--- config.mk ---
export PLATFORM = sky130hd
export DESIGN_NAME = multicycle_control_fsm
export DESIGN_NICKNAME = d
export VERILOG_FILES = /design/src/rtl/rv_pkg.sv /design/src/rtl/multicycle_control_fsm_perf_counters.sv /design/src/rtl/multicycle_control_fsm.sv
export SDC_FILE = /design/constraint.sdc
export NUM_CORES = 1
export LEC_CHECK = 0
export ABC_AREA = 1
export CAP_MARGIN = 20
export CORE_MARGIN = 10
export CORE_UTILIZATION = 52
export DETAILED_ROUTE_END_ITERATION = 8
export GPL_ROUTABILITY_DRIVEN = 0
export HOLD_SLACK_MARGIN = 0.02
export PLACE_DENSITY = 0.82
export SKIP_CTS_REPAIR_TIMING = 1
export SLEW_MARGIN = 0
export SYNTH_ARGS = -nofsm -noshare
export SYNTH_HDL_FRONTEND = slang
export SYNTH_SLANG_ARGS = --single-unit
--- constraint.sdc ---
create_clock -name clk -period 3.8 [get_ports clk]
set_input_delay 0.38 -clock clk [delete_from_list [all_inputs] [get_ports clk]]
set_output_delay 0.38 -clock clk [all_outputs]
set_load 0.05 [all_outputs]
--- src/rtl/rv_pkg.sv ---
// Shared encodings for the multi-cycle RV32I control path: opcodes, FSM states, datapath mux selects.
// No logic; used by the control FSM and the testbench-visible debug state output.
package rv_pkg;

    localparam logic [6:0] OP_R      = 7'b0110011;
    localparam logic [6:0] OP_I_ALU  = 7'b0010011;
    localparam logic [6:0] OP_LOAD   = 7'b0000011;
    localparam logic [6:0] OP_STORE  = 7'b0100011;
    localparam logic [6:0] OP_BRANCH = 7'b1100011;
    localparam logic [6:0] OP_JAL    = 7'b1101111;
    localparam logic [6:0] OP_JALR   = 7'b1100111;
    localparam logic [6:0] OP_ECALL  = 7'b1110011;

    typedef enum logic [2:0] {
        ST_IF   = 3'd0,
        ST_ID   = 3'd1,
        ST_EX   = 3'd2,
        ST_MEM  = 3'd3,
        ST_WB   = 3'd4,
        ST_HALT = 3'd5
    } state_e;

    localparam logic [1:0] PC_SRC_PLUS4 = 2'd0;
    localparam logic [1:0] PC_SRC_IMM   = 2'd1;
    localparam logic [1:0] PC_SRC_ALU   = 2'd2;

    localparam logic [1:0] WB_SEL_ALU = 2'd0;
    localparam logic [1:0] WB_SEL_MEM = 2'd1;
    localparam logic [1:0] WB_SEL_PC4 = 2'd2;

    // Opcodes that take the EX stage; anything else retires in ID as a NOP.
    function automatic logic is_exec_op(input logic [6:0] op);
        return (op == OP_R) || (op == OP_I_ALU) || (op == OP_LOAD) || (op == OP_STORE) ||
               (op == OP_BRANCH) || (op == OP_JAL) || (op == OP_JALR);
    endfunction

    function automatic logic uses_imm(input logic [6:0] op);
        return (op == OP_I_ALU) || (op == OP_LOAD) || (op == OP_STORE) || (op == OP_JALR);
    endfunction

endpackage

--- src/rtl/multicycle_control_fsm_perf_counters.sv ---
// Cycle and retired-instruction counters, both wrapping modulo 2^CNT_W.
// Latency: counts visible the cycle after the counted edge. No backpressure.
module perf_counters
    import rv_pkg::*;
#(
    parameter int CNT_W = 32
) (
    input  logic             clk,
    input  logic             reset,
    input  logic             run,
    input  logic             retire,
    output logic [CNT_W-1:0] cycle_count,
    output logic [CNT_W-1:0] instret_count
);

    logic [CNT_W-1:0] cycle_q, cycle_d;
    logic [CNT_W-1:0] instret_q, instret_d;

    always_comb begin
        cycle_d   = cycle_q;
        instret_d = instret_q;
        if (run) begin
            cycle_d = cycle_q + CNT_W'(1);
            if (retire) begin
                instret_d = instret_q + CNT_W'(1);
            end
        end
    end

    always_ff @(posedge clk or negedge reset) begin
        if (!reset) begin
            cycle_q   <= '0;
            instret_q <= '0;
        end else begin
            cycle_q   <= cycle_d;
            instret_q <= instret_d;
        end
    end

    assign cycle_count   = cycle_q;
    assign instret_count = instret_q;

endmodule

--- src/rtl/multicycle_control_fsm.sv ---
// Multi-cycle RV32I control FSM sequencing IF/ID/EX/MEM/WB with one pc_write per instruction.
// Latency: 3-5 cycles per instruction plus memory wait cycles; outputs are combinational from state/opcode.
// Backpressure: IF and MEM hold their request until the matching ready is sampled high.
module multicycle_control_fsm
    import rv_pkg::*;
#(
    parameter int CNT_W = 32,
    parameter int ST_W  = 3
) (
    input  logic             clk,
    input  logic             reset,
    input  logic [6:0]       opcode,
    input  logic             bcond,
    input  logic             ecall_halt,
    input  logic             imem_ready,
    input  logic             dmem_ready,
    output logic             imem_req,
    output logic             dmem_req,
    output logic             dmem_write,
    output logic             ir_write,
    output logic             pc_write,
    output logic [1:0]       pc_src,
    output logic             reg_write,
    output logic [1:0]       wb_sel,
    output logic             alu_src_b,
    output logic             is_halted,
    output logic [ST_W-1:0]  state,
    output logic [CNT_W-1:0] cycle_count,
    output logic [CNT_W-1:0] instret_count
);

    state_e state_q, state_d;

    always_ff @(posedge clk or negedge reset) begin
        if (!reset) begin
            state_q <= ST_IF;
        end else begin
            state_q <= state_d;
        end
    end

    always_comb begin
        state_d    = state_q;
        imem_req   = 1'b0;
        dmem_req   = 1'b0;
        dmem_write = 1'b0;
        ir_write   = 1'b0;
        pc_write   = 1'b0;
        pc_src     = PC_SRC_PLUS4;
        reg_write  = 1'b0;
        wb_sel     = WB_SEL_ALU;
        alu_src_b  = 1'b0;
        case (state_q)
            ST_IF: begin
                imem_req = 1'b1;
                if (imem_ready) begin
                    ir_write = 1'b1;
                    state_d  = ST_ID;
                end
            end
            ST_ID: begin
                if (opcode == OP_ECALL && ecall_halt) begin
                    state_d = ST_HALT;
                end else if (is_exec_op(opcode)) begin
                    state_d = ST_EX;
                end else begin
                    pc_write = 1'b1;
                    state_d  = ST_IF;
                end
            end
            ST_EX: begin
                alu_src_b = uses_imm(opcode);
                if (opcode == OP_BRANCH) begin
                    pc_write = 1'b1;
                    pc_src   = bcond ? PC_SRC_IMM : PC_SRC_PLUS4;
                    state_d  = ST_IF;
                end else if (opcode == OP_LOAD || opcode == OP_STORE) begin
                    state_d = ST_MEM;
                end else begin
                    state_d = ST_WB;
                end
            end
            ST_MEM: begin
                dmem_req   = 1'b1;
                dmem_write = (opcode == OP_STORE);
                if (dmem_ready) begin
                    if (opcode == OP_STORE) begin
                        pc_write = 1'b1;
                        state_d  = ST_IF;
                    end else begin
                        state_d = ST_WB;
                    end
                end
            end
            ST_WB: begin
                reg_write = 1'b1;
                pc_write  = 1'b1;
                state_d   = ST_IF;
                if (opcode == OP_LOAD) begin
                    wb_sel = WB_SEL_MEM;
                end else if (opcode == OP_JAL) begin
                    wb_sel = WB_SEL_PC4;
                    pc_src = PC_SRC_IMM;
                end else if (opcode == OP_JALR) begin
                    wb_sel = WB_SEL_PC4;
                    pc_src = PC_SRC_ALU;
                end
            end
            ST_HALT: state_d = ST_HALT;
            default: state_d = ST_IF;
        endcase
        // IF would otherwise request a fetch while the rest of the core is held in reset.
        if (!reset) begin
            imem_req   = 1'b0;
            dmem_req   = 1'b0;
            dmem_write = 1'b0;
            ir_write   = 1'b0;
            pc_write   = 1'b0;
            reg_write  = 1'b0;
            alu_src_b  = 1'b0;
        end
    end

    assign is_halted = (state_q == ST_HALT);
    assign state     = ST_W'(state_q);

    perf_counters #(.CNT_W(CNT_W)) u_perf (
        .clk           (clk),
        .reset         (reset),
        .run           (reset),
        .retire        (pc_write),
        .cycle_count   (cycle_count),
        .instret_count (instret_count)
    );

endmodule

==> results.ini, run 1 <==
[global_routing]
grt_overflow = 0
grt_use_total_pct = 19.48
grt_pass1_wl_um = 21290
antenna_found_initial = 0
grt_max_degree = 74
grt_pass1_vias = 4435

[clock_tree]
cts_max_level = 3
root_buffer = clkbuf_8
ctsLongestPathBuffers = 2
cts.sinks = 67
clkTransAtPathRegs_ns = 0.08
cts_buffers = 9
cts_tree = built
clk-insertion-delay-late_ns = 0.35

[worst_setup_path]
startpoint_type = primary input
worst-r2r-cell-count = 8
worstPathArrival_ns = 2.58
worstSetupPathType = in -> out
cp.required_ns = 3.42
rr_startpoint = u_perf.instret_count[0]
crit_path_end_kind = primary output
crit_start = opcode[4]
critPathMaxFanout = 5
reg2reg_slack_ns = 1.88

[sta]
tightest_slew_ns = 0.8082
setup_viol = 0
rsz0062_at_grt = no
finalCriticalPeriod_ns = 2.960
slew_headroom_pct = 46.12
fin_crit_sh_pct = 77.89
report.final.slew_viol_count = 0
fmax_mhz = 337.8
fin_setup_tns_ns = 0
fin_skew_ns = 0.01116
setup_ws_ns = 0.8400
hold_viol = 0

[power_and_ir_drop]
power_density_nw_per_um2 = 405.6
peakVddDrop_mv = 0.2930
p_leak_nw = 2.655

[layout]
register_area_um2 = 1677
n_fill_cell = 740
syn2layout_area_growth_pct = 26.85
drive_above_1_share_pct = 6.107
nNetsFinal = 796
multi_input_area_um2 = 2591
diodes = 0
final_cell_area_um2 = 5734
stdcell_count = 891

[hold_path]
hold_class = in -> async

[synthesis]
synth_fp_nets = 702
synth_most_common_cell = nand2_1
yosysWarnings = 0
ys_seq_area_share_pct = 37.09
yosys-top-cells-area = dfrtp_1, nand2_1, nor2_1
synth_top_flop_cell = dfrtp_1
synth_top_cell_area_share_pct = 37.09
synth_area_per_cell_um2 = 6.580
syn_inst = 687
ys_types = 34
synth-edff-count = 0
yosysTopAreaCell = dfrtp_1
synth_commonest_cells = nand2_1, nor2_1, dfrtp_1
syn-cell-area_um2 = 4521
async_reset_ff_share_pct = 100.0
synth-seq-cells = 67

[status]
status = finished clean

[floorplanning]
initial_core_util_pct = 54.20
core_area_um2 = 8341
boundaryPins = 92
rows = 33
die_h_um = 113.2
dieArea_um2 = 12820
die_w_um = 113.2

[routing]
drt-total-wl_um = 12760
drtIter0Drc = 317
first_pass_iters = 5
routed_via_density = 5.303
drc = 0
avgRoutedWirePerCell_um = 14.32
vias = 4725
ant_nets = 0

[placement]
postPlaceCellArea_um2 = 5510
placedCellCount = 875
post-place-ws_ns = 0.8847
post-dp-hpwl_um = 9649
io_buffer_count = 91

[flow_run]
maxCapViolCount = 0

[path summary, 6_finish.rpt]
check                                           end
min in group clk           u_perf.instret_count[31]
max reg2reg                u_perf.instret_count[16]
max in group asynchronous     u_perf.cycle_count[5]
min reg2reg                u_perf.instret_count[31]
min                         u_perf.instret_count[9]
max                                       pc_src[1]
[through the flow]
| stage | power (mW) | utilization (%) | hold slack, ns |
|---|---|---|---|
| 2_1_floorplan | 1.419 | - | 0.08441 |
| 3_3_place_gp | 1.648 | 66.07 | 0.4856 |
| 3_5_place_dp | 1.662 | 66.07 | 0.4894 |
| 4_1_cts | 2.339 | 68.75 | 0.1205 |
| 5_1_grt | 2.437 | 68.75 | 0.1419 |
| 6_report | 2.326 | 68.75 | 0.1257 |
[metal layers]
layer	global-route usage (%)	wire, um	vias up
li1	-	-	2342
met1	24.17	5406	2185
met2	32.68	6161	171
met3	4.490	950	27
met4	6.091	242	0
met5	0	0	-
[registers in the layout, summed over array words and instances (netlist names)]
signal / cells
u_perf.cycle_count: 32
u_perf.instret_count: 32
state: 3
[power breakdown]
group          switching, mW  internal, mW  total (mW)  leakage [nW]
registers              0.102         0.773       0.875         0.903
clock network          0.303         0.375       0.678         0.114
logic                  0.543         0.229       0.772          1.64
[worst max-delay path: stages]
cell and delay, ns:
clkdlybuf4s50_1 0.50, inv_2 0.09, nand2_1 0.07, nor2_2 0.17, nand4_1 0.19, a211oi_1 0.32
clkdlybuf4s50_1 0.86
[kinds of logic (layout without fill, tap and decap cells)]
family          Yosys count  after routing  share of synthesized area [%]
compound gates            8              8                          1.135
fa+ha+maj                 2              2                         0.5535
xor+xnor                 33             33                          6.394
simple gates            519            519                          49.24
flops                    67             67                          37.09
buf+inv                  58            157                          5.590
[cell type report]
| type | instances | area share [%] |
|---|---|---|
| Tap cell | 105 | 2.291 |
| Inverter | 46 | 3.011 |
| Clock buffer | 9 | 2.160 |
| Sequential cell | 67 | 29.24 |
| Clock inverter | 7 | 1.746 |
| Timing Repair Buffer | 95 | 16.36 |
| Multi-Input combinational cell | 562 | 45.19 |
[cell usage in the layout, fill, tap and decap left out, drive strengths merged]
cell	count
xnor2	8
nand3	49
o21ai	3
and2	1
nor3b	1
a211oi	2
clkdlybuf4s50	90
ha	2
clkinv	5
nand3b	22
dfrtp	67
nand2	314
xor2	25
clkbuf	9
inv	46
bufinv	2
nor4	1
and3	2
nand4	7
nor2	109
o211ai	1
nor3	12
a21oi	2
buf	5
or2	1
Power figures use the tool's default switching activity.
==> inputs of run 2 (changes only) <==
- clock period: 3.8 -> 2.88 ns (I/O delays scaled with it)
==> run 2 against run 1 <==
  * Cell count up 0.11%
  * Sequential cell count unchanged
  * Utilization grew 0.72 points
  * Count of clock-buffer cells in the layout did not move
  * Highest routed layer unchanged
==> results.ini, run 2 (same netlist as run 1, synthesis figures left out) <==
[status]
status = finished clean  ; unchanged

[global_routing]
grt_overflow = 0  ; unchanged
antenna_found_initial = 0  ; unchanged
grt_pass1_wl_um = 21620  ; was 21290 um
grt_use_total_pct = 19.99  ; was 19.48%
grt_max_degree = 59  ; was 74
grt_pass1_vias = 4499  ; was 4435

[worst_setup_path]
reg2reg_slack_ns = 0.90  ; was 1.88 ns
critical_path.cell_chain = clkdlybuf4s50_1, inv_2, nand2_1, nor2_2, and2_1, nand3_1, o21ai_0, clkdlybuf4s50_1  ; was clkdlybuf4s50_1, inv_2, nand2_1, nor2_2, nand4_1, a211oi_1, clkdlybuf4s50_1
startpoint_type = primary input  ; unchanged
cp_num_cells = 8  ; was 7
timing.critical_path.buf_inv = 3  ; unchanged
crit_path_end_kind = primary output  ; unchanged
path_delay_family = buffers and inverters  ; unchanged
worst-r2r-cell-count = 10  ; was 8
cp_common_cell = clkdlybuf4s50_1  ; unchanged
slowest_stage = clkdlybuf4s50_1  ; unchanged
setup.worst_path.end = pc_src[0]  ; was pc_src[1]
worstSetupPathType = in -> out  ; unchanged
rr_startpoint = u_perf.instret_count[0]  ; unchanged
worstPathArrival_ns = 2.30  ; was 2.58 ns
cp.required_ns = 2.59  ; was 3.42 ns
crit_start = opcode[4]  ; unchanged
critPathMaxFanout = 5  ; unchanged
slowest_delay_ns = 0.84  ; was 0.86 ns
r2r_end = u_perf.instret_count[28]  ; was u_perf.instret_count[16]

[routing]
avgRoutedWirePerCell_um = 14.49  ; was 14.32 um
vias = 4732  ; was 4725
drtIter0Drc = 314  ; was 317
routed_via_density = 5.305  ; was 5.303
ant_nets = 0  ; unchanged
drt-total-wl_um = 12930  ; was 12760 um
drc = 0  ; unchanged
first_pass_iters = 5  ; unchanged

[layout]
diodes = 0  ; unchanged
final_cell_area_um2 = 5794  ; was 5734 um^2
final_cell_mix = nand2_1, nor2_1, clkdlybuf4s50_1  ; unchanged
drive_above_1_share_pct = 7.370  ; was 6.107%
stdcell_count = 892  ; was 891
n_fill_cell = 689  ; was 740
final_common_cell = nand2_1  ; unchanged
syn2layout_area_growth_pct = 28.18  ; was 26.85%
nNetsFinal = 797  ; was 796
fin_util_pct = 69.47  ; was 68.75%

[sta]
setup_viol = 0  ; unchanged
setup_ws_ns = 0.2947  ; was 0.8400 ns
hold_slack_ns = 0.1005  ; was 0.1257 ns
fmax_mhz = 386.8
report.final.slew_viol_count = 0  ; unchanged
fin_setup_tns_ns = 0  ; unchanged
hold_viol = 0  ; unchanged
slew_headroom_pct = 56.77  ; was 46.12%
finalCriticalPeriod_ns = 2.585
rsz0062_at_grt = no  ; unchanged
fin_crit_sh_pct = 89.77
tightest_slew_ns = 0.6484  ; was 0.8082 ns
fin_skew_ns = 0.01058  ; was 0.01116 ns

[clock_tree]
root_buffer = clkbuf_8  ; unchanged
cts_tree = built  ; unchanged
cts.sinks = 67  ; unchanged
cts_max_level = 3  ; unchanged
ctsLongestPathBuffers = 2  ; unchanged
cts_buffers = 9  ; unchanged
clk-insertion-delay-late_ns = 0.34  ; was 0.35 ns
clkTransAtPathRegs_ns = 0.08  ; about the same

[flow_run]
maxCapViolCount = 0  ; unchanged

[floorplanning]
core_area_um2 = 8341  ; unchanged
dieArea_um2 = 12820  ; unchanged
rows = 33  ; unchanged
boundaryPins = 92  ; unchanged
initial_core_util_pct = 54.20  ; unchanged
die_w_um = 113.2  ; unchanged
die_h_um = 113.2  ; unchanged

[power_and_ir_drop]
fin_total_pwr_mw = 3.106  ; was 2.326 mW
p_leak_nw = 2.695  ; was 2.655 nW
peakVddDrop_mv = 0.5378  ; was 0.2930 mV
power_density_nw_per_um2 = 536.1  ; was 405.6 nW/um^2

[hold_path]
hold_class = in -> async  ; unchanged

[placement]
post-place-ws_ns = 0.2905  ; was 0.8847 ns
post-dp-hpwl_um = 9961  ; was 9649 um
postPlaceCellArea_um2 = 5570  ; was 5510 um^2
io_buffer_count = 91  ; unchanged
placedCellCount = 876  ; was 875

run 2: changes by cell type in the layout (fill, tap and decap cells not counted):
cell             before  now
buf_12                0    6
buf_4                 5    9
clkdlybuf4s50_1      90   81
run 2: worst min path at each step:
stage	start	endpoint	slack [ns]
2_1_floorplan	reset	state[0]	-0.008
3_3_place_gp	reset	u_perf.cycle_count[16]	0.48
3_5_place_dp	reset	u_perf.cycle_count[16]	0.49
4_1_cts	reset	u_perf.cycle_count[18]	0.11
5_1_grt	reset	u_perf.cycle_count[18]	0.14
6_report	reset	u_perf.cycle_count[16]	0.10
run 2: metal layers:
| metal | share of wire, % | track usage, % | routed length [um] |
|---|---|---|---|
| met5 | 0 | 0 | 0 |
| met4 | 2.7 | 6.514 | 349 |
| met3 | 8.7 | 5.705 | 1128 |
| met2 | 47 | 33.33 | 6108 |
| met1 | 41 | 24.22 | 5340 |
run 2: report_power, final:
part | leakage (nW) | total, mW | internal [mW] | switching, mW
sequential | 0.903 | 1.16 | 1.02 | 0.137
clock | 0.114 | 0.895 | 0.495 | 0.400
combinational | 1.68 | 1.05 | 0.326 | 0.728
total | 2.70 | 3.11 | 1.84 | 1.27
run 2: final cells by class:
type                       instances  area, um^2  area share (%)
sequential                        67        1677           28.94
timing repair buffer              96       998.5           17.23
clock inverter                     7       100.1           1.727
tap                              105       131.4           2.267
multi-input combinational        562        2591           44.72
inverter                          46       172.7           2.980
clock buffer                       9       123.9           2.138
==> inputs of run 3 (changes only) <==
- CORE_MARGIN: 10 -> unset
==> run 3 against run 2 <==
  * Cell count rose by 0.11%
  * Count of clock-buffer cells in the layout rose by 1
  * Total power is 2.1% higher
  * Maximum frequency fell by 2.9%
  * Die area down 29%
  * Sequential share of layout area is 0.069 points lower
  * Register-to-register slack improved by 0.05 ns
  * Critical endpoint unchanged
  * Largest power group unchanged
==> results.ini, run 3 (same netlist as run 1, synthesis figures left out) <==
[clock_tree]
cts_buffers = 9  ; unchanged
root_buffer = clkbuf_8  ; unchanged
clk-insertion-delay-late_ns = 0.36  ; was 0.34 ns
cts_max_level = 3  ; unchanged
cts.sinks = 67  ; unchanged
clkTransAtPathRegs_ns = 0.08  ; about the same
ctsLongestPathBuffers = 2  ; unchanged
cts_tree = built  ; unchanged

[floorplanning]
initial_core_util_pct = 54.47  ; was 54.20%
boundaryPins = 92  ; unchanged
core_area_um2 = 8299  ; was 8341 um^2
dieArea_um2 = 9071  ; was 12820 um^2
die_h_um = 95.24  ; was 113.2 um
die_w_um = 95.24  ; was 113.2 um
rows = 33  ; unchanged

[power_and_ir_drop]
p_leak_nw = 2.703  ; was 2.695 nW
p_seq_share_pct = 36.4  ; was 37.2%
clkPwrFrac_pct = 31.4  ; was 28.8%
peakVddDrop_mv = 0.4163  ; was 0.5378 mV
fin_total_pwr_mw = 3.173  ; was 3.106 mW
combPwrFrac_pct = 32.2  ; was 33.9%
power_density_nw_per_um2 = 546.3  ; was 536.1 nW/um^2
switching_share_pct = 38.96  ; was 40.73%
internal_power_mw = 1.937  ; was 1.841 mW
switchingPower_mw = 1.236  ; was 1.265 mW

[worst_setup_path]
worstSetupPathType = in -> out  ; unchanged
cp.required_ns = 2.59  ; about the same
worstPathArrival_ns = 2.37  ; was 2.30 ns
startpoint_type = primary input  ; unchanged
crit_path_end_kind = primary output  ; unchanged
critPathMaxFanout = 5  ; unchanged

[sta]
hold_viol = 0  ; unchanged
fin_setup_tns_ns = 0  ; unchanged
fin_crit_sh_pct = 92.43  ; was 89.77%
setup_viol = 0  ; unchanged
rsz0062_at_grt = no  ; unchanged
slew_headroom_pct = 57.32  ; was 56.77%
tightest_slew_ns = 0.6402  ; was 0.6484 ns
fmax_mhz = 375.7  ; was 386.8 MHz
report.final.slew_viol_count = 0  ; unchanged
fin_skew_ns = 0.01528  ; was 0.01058 ns
finalCriticalPeriod_ns = 2.662  ; was 2.585 ns

[layout]
nNetsFinal = 798  ; was 797
final_cell_mix = nand2_1, nor2_1, clkdlybuf4s50_1  ; unchanged
drive_above_1_share_pct = 7.234  ; was 7.370%
final_common_cell = nand2_1  ; unchanged
diodes = 0  ; unchanged
syn2layout_area_growth_pct = 28.48  ; was 28.18%
n_fill_cell = 722  ; was 689

[routing]
drt-total-wl_um = 11940  ; was 12930 um
ant_nets = 0  ; unchanged
drtIter0Drc = 255  ; was 314
vias = 4700  ; was 4732
avgRoutedWirePerCell_um = 13.37  ; was 14.49 um
drc = 0  ; unchanged
first_pass_iters = 5  ; unchanged
routed_via_density = 5.263  ; was 5.305

[global_routing]
grt_max_degree = 60  ; was 59
grt_use_total_pct = 28.01  ; was 19.99%
grt_overflow = 0  ; unchanged
grt_pass1_vias = 4343  ; was 4499
grt_pass1_wl_um = 19840  ; was 21620 um
antenna_found_initial = 0  ; unchanged

[placement]
post-dp-hpwl_um = 9017  ; was 9961 um
io_buffer_count = 91  ; unchanged

[hold_path]
hold_class = in -> async  ; unchanged

[flow_run]
maxCapViolCount = 0  ; unchanged

[status]
status = finished clean  ; unchanged

==> run 3: changes by cell type in the layout (fill, tap and decap cells not counted), sizes merged <==
| cell | previous run | this run |
|---|---|---|
| inv | 46 | 44 |
| buf | 15 | 14 |
| bufinv | 2 | 3 |
| clkdlybuf4s50 | 81 | 82 |
| dlygate4sd3 | 0 | 1 |
| clkbuf | 9 | 10 |
==> run 3: area by class of cell <==
cell class              count  area [um^2]  area share (%)
clock buffers              10        137.6           2.370
clock inverters             6        112.6           1.939
inverters                  46        172.7           2.973
multi-input cells         562         2591           44.61
flip-flops and latches     67         1677           28.87
well taps                 105        131.4           2.262
repair buffers             97        985.9           16.98
==> run 3: path summary, 6_finish.rpt <==
kind	from	endpoint	slack, ns	depth (start not counted)
min in group clk	u_perf.cycle_count[9]	u_perf.cycle_count[9]	0.52	1
worst max register to register	u_perf.instret_count[0]	u_perf.instret_count[16]	0.95	8
max in group asynchronous	reset	u_perf.instret_count[30]	1.72	3
worst min register to register	u_perf.cycle_count[9]	u_perf.cycle_count[9]	0.52	1
worst max-delay path	opcode[5]	pc_src[0]	0.22	6
worst min-delay path	reset	u_perf.cycle_count[1]	0.30	2
==> run 3: critical path, stage by stage <==
cell	delay (ns)
clkdlybuf4s50_1	0.55
nand2_1	0.11
nor2_2	0.19
nand4_1	0.16
o21ai_0	0.23
clkdlybuf4s50_1	0.84
==> run 3: routing by layer <==
metal  share of wire [%]  global-route usage, %  vias up  routed length (um)
met5                   0                      0        -                   0
met4                 1.9                  10.73        0                 223
met3                 5.8                  4.386       21                 695
met2                  48                  46.96      167                5756
met1                  44                  36.15     2173                5261
li1                    -                      -     2339                   -
==> run 3: metrics by stage <==
stage | setup slack (ns) | hold WS (ns) | instance area, um^2 | utilization (%) | instances
6_report | 0.2181 | 0.3041 | 5808 | 69.98 | 893
5_1_grt | 0.1407 | 0.3093 | 5808 | 69.98 | 893
4_1_cts | 0.2676 | -0.2509 | 5798 | 69.86 | 892
3_5_place_dp | 0.2670 | 0.1230 | 5548 | 66.85 | 876
3_3_place_gp | 0.3824 | 0.1261 | 5548 | 66.85 | 876
2_1_floorplan | 0.1552 | -0.007591 | 4521 | - | 687
==> run 3: power groups by stage <==
stage / clock network (mW) / registers, mW / logic (mW)
3_5_place_dp: 0 / 1.17 / 1.03
5_1_grt: 1.03 / 1.17 / 1.11
2_1_floorplan: 0 / 1.42 / 0.454
6_report: 0.995 / 1.16 / 1.02
4_1_cts: 0.996 / 1.15 / 1.03
3_3_place_gp: 0 / 1.17 / 1.01
